<file path="src/rtl/cache_mem_arbiter_if.sv">
// cache_mem_arbiter_if: cache-side and memory-side bus of the line-fill arbiter
interface cache_mem_arbiter_if #(parameter int ADDR_W = 16, parameter int LINE_W = 128);
  logic              icache_read;
  logic [ADDR_W-1:0] icache_address;
  logic [LINE_W-1:0] icache_rdata;
  logic              icache_resp;
  logic              dcache_read;
  logic              dcache_write;
  logic [ADDR_W-1:0] dcache_address;
  logic [LINE_W-1:0] dcache_wdata;
  logic [LINE_W-1:0] dcache_rdata;
  logic              dcache_resp;
  logic              pmem_read;
  logic              pmem_write;
  logic [ADDR_W-1:0] pmem_address;
  logic [LINE_W-1:0] pmem_wdata;
  logic [LINE_W-1:0] pmem_rdata;
  logic              pmem_resp;
  modport master (
    input  icache_read, icache_address, dcache_read, dcache_write, dcache_address, dcache_wdata,
           pmem_rdata, pmem_resp,
    output icache_rdata, icache_resp, dcache_rdata, dcache_resp,
           pmem_read, pmem_write, pmem_address, pmem_wdata
  );
  modport slave (
    output icache_read, icache_address, dcache_read, dcache_write, dcache_address, dcache_wdata,
           pmem_rdata, pmem_resp,
    input  icache_rdata, icache_resp, dcache_rdata, dcache_resp,
           pmem_read, pmem_write, pmem_address, pmem_wdata
  );
endinterface

</file>
<file path="src/rtl/cache_mem_arbiter.sv">
// cache_mem_arbiter: serialises I-cache and D-cache line transfers onto one memory port
module cache_mem_arbiter #(
  parameter int ADDR_W   = 16,
  parameter int LINE_W   = 128,
  parameter int OFFSET_W = 4
) (
  input logic                 clk,
  input logic                 reset_n,
  cache_mem_arbiter_if.master bus
);
  typedef enum logic [1:0] {IDLE, SERVE_I, SERVE_D, DONE} state_t;
  state_t            state, next;
  logic              prio_d, wr_q, i_req, d_req, grant_i, grant_d, serving;
  logic [ADDR_W-1:0] addr_q, req_addr;
  logic [LINE_W-1:0] wdata_q;
  assign i_req    = bus.icache_read;
  assign d_req    = bus.dcache_read | bus.dcache_write;
  assign grant_d  = d_req & (prio_d | !i_req);
  assign grant_i  = i_req & !grant_d;
  assign req_addr = grant_d ? bus.dcache_address : bus.icache_address;
  assign serving  = state == SERVE_I || state == SERVE_D;
  always_ff @(posedge clk or negedge reset_n)
    if (!reset_n) state <= IDLE;
    else state <= next;
  always_ff @(posedge clk or negedge reset_n) begin
    if (!reset_n) begin
      prio_d  <= 1'b1;
      wr_q    <= 1'b0;
      addr_q  <= '0;
      wdata_q <= '0;
    end else begin
      if (state == IDLE && (grant_i || grant_d))
        addr_q <= {req_addr[ADDR_W-1:OFFSET_W], {OFFSET_W{1'b0}}};
      if (state == IDLE && grant_d) begin
        wr_q    <= bus.dcache_write;
        wdata_q <= bus.dcache_wdata;
      end
      // fairness: the cache just served loses the next tie
      if (serving && bus.pmem_resp) prio_d <= state == SERVE_I;
    end
  end
  always_comb
    next = state == IDLE ? (grant_d ? SERVE_D : grant_i ? SERVE_I : IDLE) :
           state == DONE ? IDLE :
           bus.pmem_resp ? DONE : state;
  always_comb begin
    bus.pmem_read    = state == SERVE_I || (state == SERVE_D && !wr_q);
    bus.pmem_write   = state == SERVE_D && wr_q;
    bus.pmem_address = addr_q;
    bus.pmem_wdata   = wdata_q;
    bus.icache_resp  = state == SERVE_I && bus.pmem_resp;
    bus.dcache_resp  = state == SERVE_D && bus.pmem_resp;
    bus.icache_rdata = bus.pmem_rdata;
    bus.dcache_rdata = bus.pmem_rdata;
  end
endmodule

</file>
<file path="src/flat_wrapper.sv">
// flat-port wrapper written by rule: the top's interface ports become plain ports
module cache_mem_arbiter_flat 
#(
  parameter int ADDR_W   = 16,
  parameter int LINE_W   = 128,
  parameter int OFFSET_W = 4
)
  (clk, reset_n, bus_icache_read, bus_icache_address, bus_dcache_read, bus_dcache_write, bus_dcache_address, bus_dcache_wdata, bus_pmem_rdata, bus_pmem_resp, bus_icache_rdata, bus_icache_resp, bus_dcache_rdata, bus_dcache_resp, bus_pmem_read, bus_pmem_write, bus_pmem_address, bus_pmem_wdata);
  cache_mem_arbiter_if #(.ADDR_W(ADDR_W), .LINE_W(LINE_W)) bus_i ();
  input logic clk;
  input logic reset_n;
  input wire logic [$bits(bus_i.icache_read)-1:0] bus_icache_read;
  input wire logic [$bits(bus_i.icache_address)-1:0] bus_icache_address;
  input wire logic [$bits(bus_i.dcache_read)-1:0] bus_dcache_read;
  input wire logic [$bits(bus_i.dcache_write)-1:0] bus_dcache_write;
  input wire logic [$bits(bus_i.dcache_address)-1:0] bus_dcache_address;
  input wire logic [$bits(bus_i.dcache_wdata)-1:0] bus_dcache_wdata;
  input wire logic [$bits(bus_i.pmem_rdata)-1:0] bus_pmem_rdata;
  input wire logic [$bits(bus_i.pmem_resp)-1:0] bus_pmem_resp;
  output wire logic [$bits(bus_i.icache_rdata)-1:0] bus_icache_rdata;
  output wire logic [$bits(bus_i.icache_resp)-1:0] bus_icache_resp;
  output wire logic [$bits(bus_i.dcache_rdata)-1:0] bus_dcache_rdata;
  output wire logic [$bits(bus_i.dcache_resp)-1:0] bus_dcache_resp;
  output wire logic [$bits(bus_i.pmem_read)-1:0] bus_pmem_read;
  output wire logic [$bits(bus_i.pmem_write)-1:0] bus_pmem_write;
  output wire logic [$bits(bus_i.pmem_address)-1:0] bus_pmem_address;
  output wire logic [$bits(bus_i.pmem_wdata)-1:0] bus_pmem_wdata;
  assign bus_i.icache_read = bus_icache_read;
  assign bus_i.icache_address = bus_icache_address;
  assign bus_i.dcache_read = bus_dcache_read;
  assign bus_i.dcache_write = bus_dcache_write;
  assign bus_i.dcache_address = bus_dcache_address;
  assign bus_i.dcache_wdata = bus_dcache_wdata;
  assign bus_i.pmem_rdata = bus_pmem_rdata;
  assign bus_i.pmem_resp = bus_pmem_resp;
  assign bus_icache_rdata = bus_i.icache_rdata;
  assign bus_icache_resp = bus_i.icache_resp;
  assign bus_dcache_rdata = bus_i.dcache_rdata;
  assign bus_dcache_resp = bus_i.dcache_resp;
  assign bus_pmem_read = bus_i.pmem_read;
  assign bus_pmem_write = bus_i.pmem_write;
  assign bus_pmem_address = bus_i.pmem_address;
  assign bus_pmem_wdata = bus_i.pmem_wdata;
  cache_mem_arbiter #(.ADDR_W(ADDR_W), .LINE_W(LINE_W), .OFFSET_W(OFFSET_W)) u_core (.clk(clk), .reset_n(reset_n), .bus(bus_i));
endmodule
</file>
<file path="config.mk">
export PLATFORM = sky130hd
export DESIGN_NAME = cache_mem_arbiter_flat
export DESIGN_NICKNAME = d
export VERILOG_FILES = /design/src/rtl/cache_mem_arbiter_if.sv /design/src/rtl/cache_mem_arbiter.sv /design/src/flat_wrapper.sv
export SDC_FILE = /design/constraint.sdc
export NUM_CORES = 1
export LEC_CHECK = 0
export CAP_MARGIN = 20
export CELL_PAD_IN_SITES_DETAIL_PLACEMENT = 1
export CELL_PAD_IN_SITES_GLOBAL_PLACEMENT = 2
export CORE_AREA = 2 2 272 274
export CTS_CLUSTER_DIAMETER = 120
export DETAILED_ROUTE_END_ITERATION = 8
export DIE_AREA = 0 0 274 276
export PLACE_DENSITY_LB_ADDON = 0.15
export SYNTH_ARGS = -nofsm -noshare
export SYNTH_HDL_FRONTEND = slang
export SYNTH_SLANG_ARGS = --single-unit
export TNS_END_PERCENT = 30
</file>
<file path="constraint.sdc">
create_clock -name clk -period 1.84 [get_ports clk]
set_clock_uncertainty 0.1 [all_clocks]
set_input_delay 0.368 -clock clk [delete_from_list [all_inputs] [get_ports clk]]
set_output_delay 0.368 -clock clk [all_outputs]
set_load 0.02 [all_outputs]
</file>
==> results <==
registers in the layout (all words and copies together) (netlist names):
signal / cells
u_core.state: 2
u_core.prio_d: 1
u_core.bus.pmem_wdata: 128
u_core.bus.pmem_address: 12
u_core.wr_q: 1
stage by stage:
| step | instances | utilization [%] | instance area [µm²] | setup TNS, ns |
|---|---|---|---|---|
| 2_1_floorplan | 629 | - | 8090 | 0 |
| 3_3_place_gp | 1658 | 14.6 | 10600 | -44.22 |
| 3_5_place_dp | 1658 | 14.6 | 10600 | -45.53 |
| 4_1_cts | 1694 | 15.2 | 11100 | -1.19 |
| 5_1_grt | 1703 | 15.5 | 11300 | -8.81 |
| 6_report | 1706 | 15.5 | 11300 | -1.07 |
layer usage:
| layer | global-route usage (%) | wire length [µm] |
|---|---|---|
| met5 | 0.0642 | 34 |
| met4 | 4.04 | 1070 |
| met3 | 4.77 | 3640 |
| met2 | 11.7 | 13500 |
| met1 | 8.26 | 11500 |
final timing paths:
path | startpoint | to | slack, ns | cells after the start
worst min-delay path | reset_n | u_core.bus.pmem_wdata[2] | 0.18 | 2
worst max register to register | u_core.state[0] | u_core.bus.pmem_wdata[73] | -0.04 | 7
max in group asynchronous | reset_n | u_core.prio_d | 0.80 | 4
min in group clk | bus_dcache_address[13] | u_core.bus.pmem_address[13] | 0.36 | 3
worst min register to register | u_core.bus.pmem_wdata[49] | u_core.bus.pmem_wdata[49] | 0.41 | 1
worst max-delay path | u_core.state[0] | bus_pmem_read | -0.06 | 4
worst register-to-register path, cell delays in order, from the launching register on:
cell,delay [ns]
dfrtp_1,0.43
inv_2,0.08
buf_4,0.14
ha_4,0.16
nand3_4,0.12
buf_12,0.19
buf_12,0.23
mux2_4,0.33
cell usage in the layout (no fill, tap or decap), types with 4 or more instances in the layout:
cell / synthesis / final
dlygate4sd2_1: 0 / 137
inv_6: 0 / 4
inv_8: 0 / 4
dfrtp_1: 143 / 143
buf_6: 0 / 17
clkbuf_16: 0 / 20
clkdlybuf4s50_1: 0 / 156
mux2_2: 31 / 30
conb_1: 1 / 4
a31oi_1: 12 / 12
buf_12: 11 / 11
o21ai_0: 12 / 12
mux2_4: 99 / 100
nor2_1: 15 / 14
nand3_1: 12 / 12
buf_4: 263 / 33
timing repair:
item / CTS / global route
hold endpoints to repair: 121 / 0
setup buffers: 3 / 6
hold buffers: 1 / 0
endpoints found under the setup margin: 225 / 112
pin swaps: 3 / 0
gates resized for setup: 176 / 19
cloned: 0 / 3
power by group:
part | total (mW) | internal, mW | switching (mW)
combinational | 9.63 | 4.98 | 4.65
clock | 3.64 | 1.79 | 1.85
sequential | 5.70 | 4.81 | 0.888
cell families after synthesis:
group                      after synthesis  synth area share (%)
AOI/OAI and AO/OA                       29                  2.15
and+or+nand+nor                         35                  2.23
other                                    1                0.0464
muxes                                  130                  22.7
buffers and inverters                  283                  27.6
adders and majority gates                4                 0.620
DFF                                    144                  44.6
final cells by class:
type,count,area share (%)
clock buffer,17,3.78
inverter,3,0.100
timing repair buffer,363,31.7
clock inverter,15,1.27
antenna,3,0.0667
multi-input combinational,202,20.5
sequential,144,32.0
tap,959,10.7
==> results.sh <==
export IMPL_status="finished with violations"
export IMPL_violations="negative setup slack"
export IMPL_ys_top_cells_by_count="263 x buf_4, 143 x dfrtp_1, 99 x mux2_4"
export IMPL_setup_viol=39
export IMPL_powerDensity_nw_per_um2=1680
export IMPL_min_period_ns=1.90
export IMPL_crit_type="register to output pin"
export IMPL_multi_input_area_um2=2300
export IMPL_end_kind="output pin"
export IMPL_async_flop_share_pct=100
export IMPL_crit_slowest_cell="dfrtp_1"
export IMPL_final_antenna_net_count=0
export IMPL_drc_errors=0
export IMPL_cp_arrival_ns=1.43
export IMPL_yosysMostFrequentCell="buf_4"
export IMPL_netlist_area_um2=8080
export IMPL_ys_seq_elements=144
export IMPL_grt_first_pass_wirelength_mm=41.1
export IMPL_htree_levels=4
export IMPL_worst_path_buf_inv=2
export IMPL_fp_dieH_um=276
export IMPL_crit_fanout=3
export IMPL_slowest_delay_ns=0.43
export IMPL_synth_area_leaders="dfrtp_1 44%, buf_4 24%, mux2_4 18%"
export IMPL_worstPathCellList="inv_2, ha_4, a21o_1, buf_6"
export IMPL_grt_setup_unrepaired="true"
export IMPL_n_fill_cell=8287
export IMPL_start_util_pct=11.1
export IMPL_pre_cts_ws_ns=-0.393
export IMPL_portBuffers=301
export IMPL_finalCritPeriodShare_pct=103
export IMPL_placementRows=99
export IMPL_dp_hpwl_mm=22.3
export IMPL_die_area_um2=75600
export IMPL_drive_above_1_share_pct=32.3
export IMPL_core_um2=72600
export IMPL_synth_cell_types=25
export IMPL_timing_fmax_mhz=527
export IMPL_clock_sinks=144
export IMPL_seqCellArea_um2=3600
export IMPL_crit_family="flip-flops"
export IMPL_wl_per_cell_um=17.4
export IMPL_grt_pass1_vias=5441
export IMPL_cts_buffer_depth=2
export IMPL_yosys_warnings=0
export IMPL_clkTransAtPathRegs_ns=0.08
export IMPL_vdd_drop_max_v=0.000455
export IMPL_grt_start_max_net_pins=49
export IMPL_grt_overflow_total=0
export IMPL_slew_viol_final=0
export IMPL_hold_violations=0
export IMPL_routed_wl_mm=29.8
export IMPL_synth_main_ff_cell="dfrtp_1"
export IMPL_track_usage_pct=7.71
export IMPL_yosysTopAreaCell="dfrtp_1"
export IMPL_synthCells=626
export IMPL_cts_buffers=17
export IMPL_worst_hold_slack_ns=0.180
export IMPL_first_iter_violations=120
export IMPL_vias=4745
export IMPL_gp_congestion=0.644
export IMPL_areaGrowthSynthToFinish_pct=39.4
export IMPL_total_power_mw=19.0
export IMPL_cp_required_ns=1.37
export IMPL_root_buffer="clkbuf_16"
export IMPL_p_leak_nw=5.00
export IMPL_crit_path_start_kind="register"
export IMPL_clock_latency_ns=0.47
export IMPL_ioPinCount=698
export IMPL_hold_class="input pin to async pin"
export IMPL_antenna_found_initial=6
export IMPL_setup_slack_ns=-0.0566
export IMPL_maxCapViolations=0
export IMPL_yosysSeqAreaShare_pct=44.6
export IMPL_finalNetCount=1029
export IMPL_via_per_inst=2.78
export IMPL_die_w_um=274
export IMPL_synth_edf_count=0
export IMPL_syn_area_per_cell_um2=12.9
export IMPL_firstDrtPassIters=4
export IMPL_cts_tree="done"
export IMPL_synth_top_area_share_pct=44.3
(Power assumes the default switching activity.)
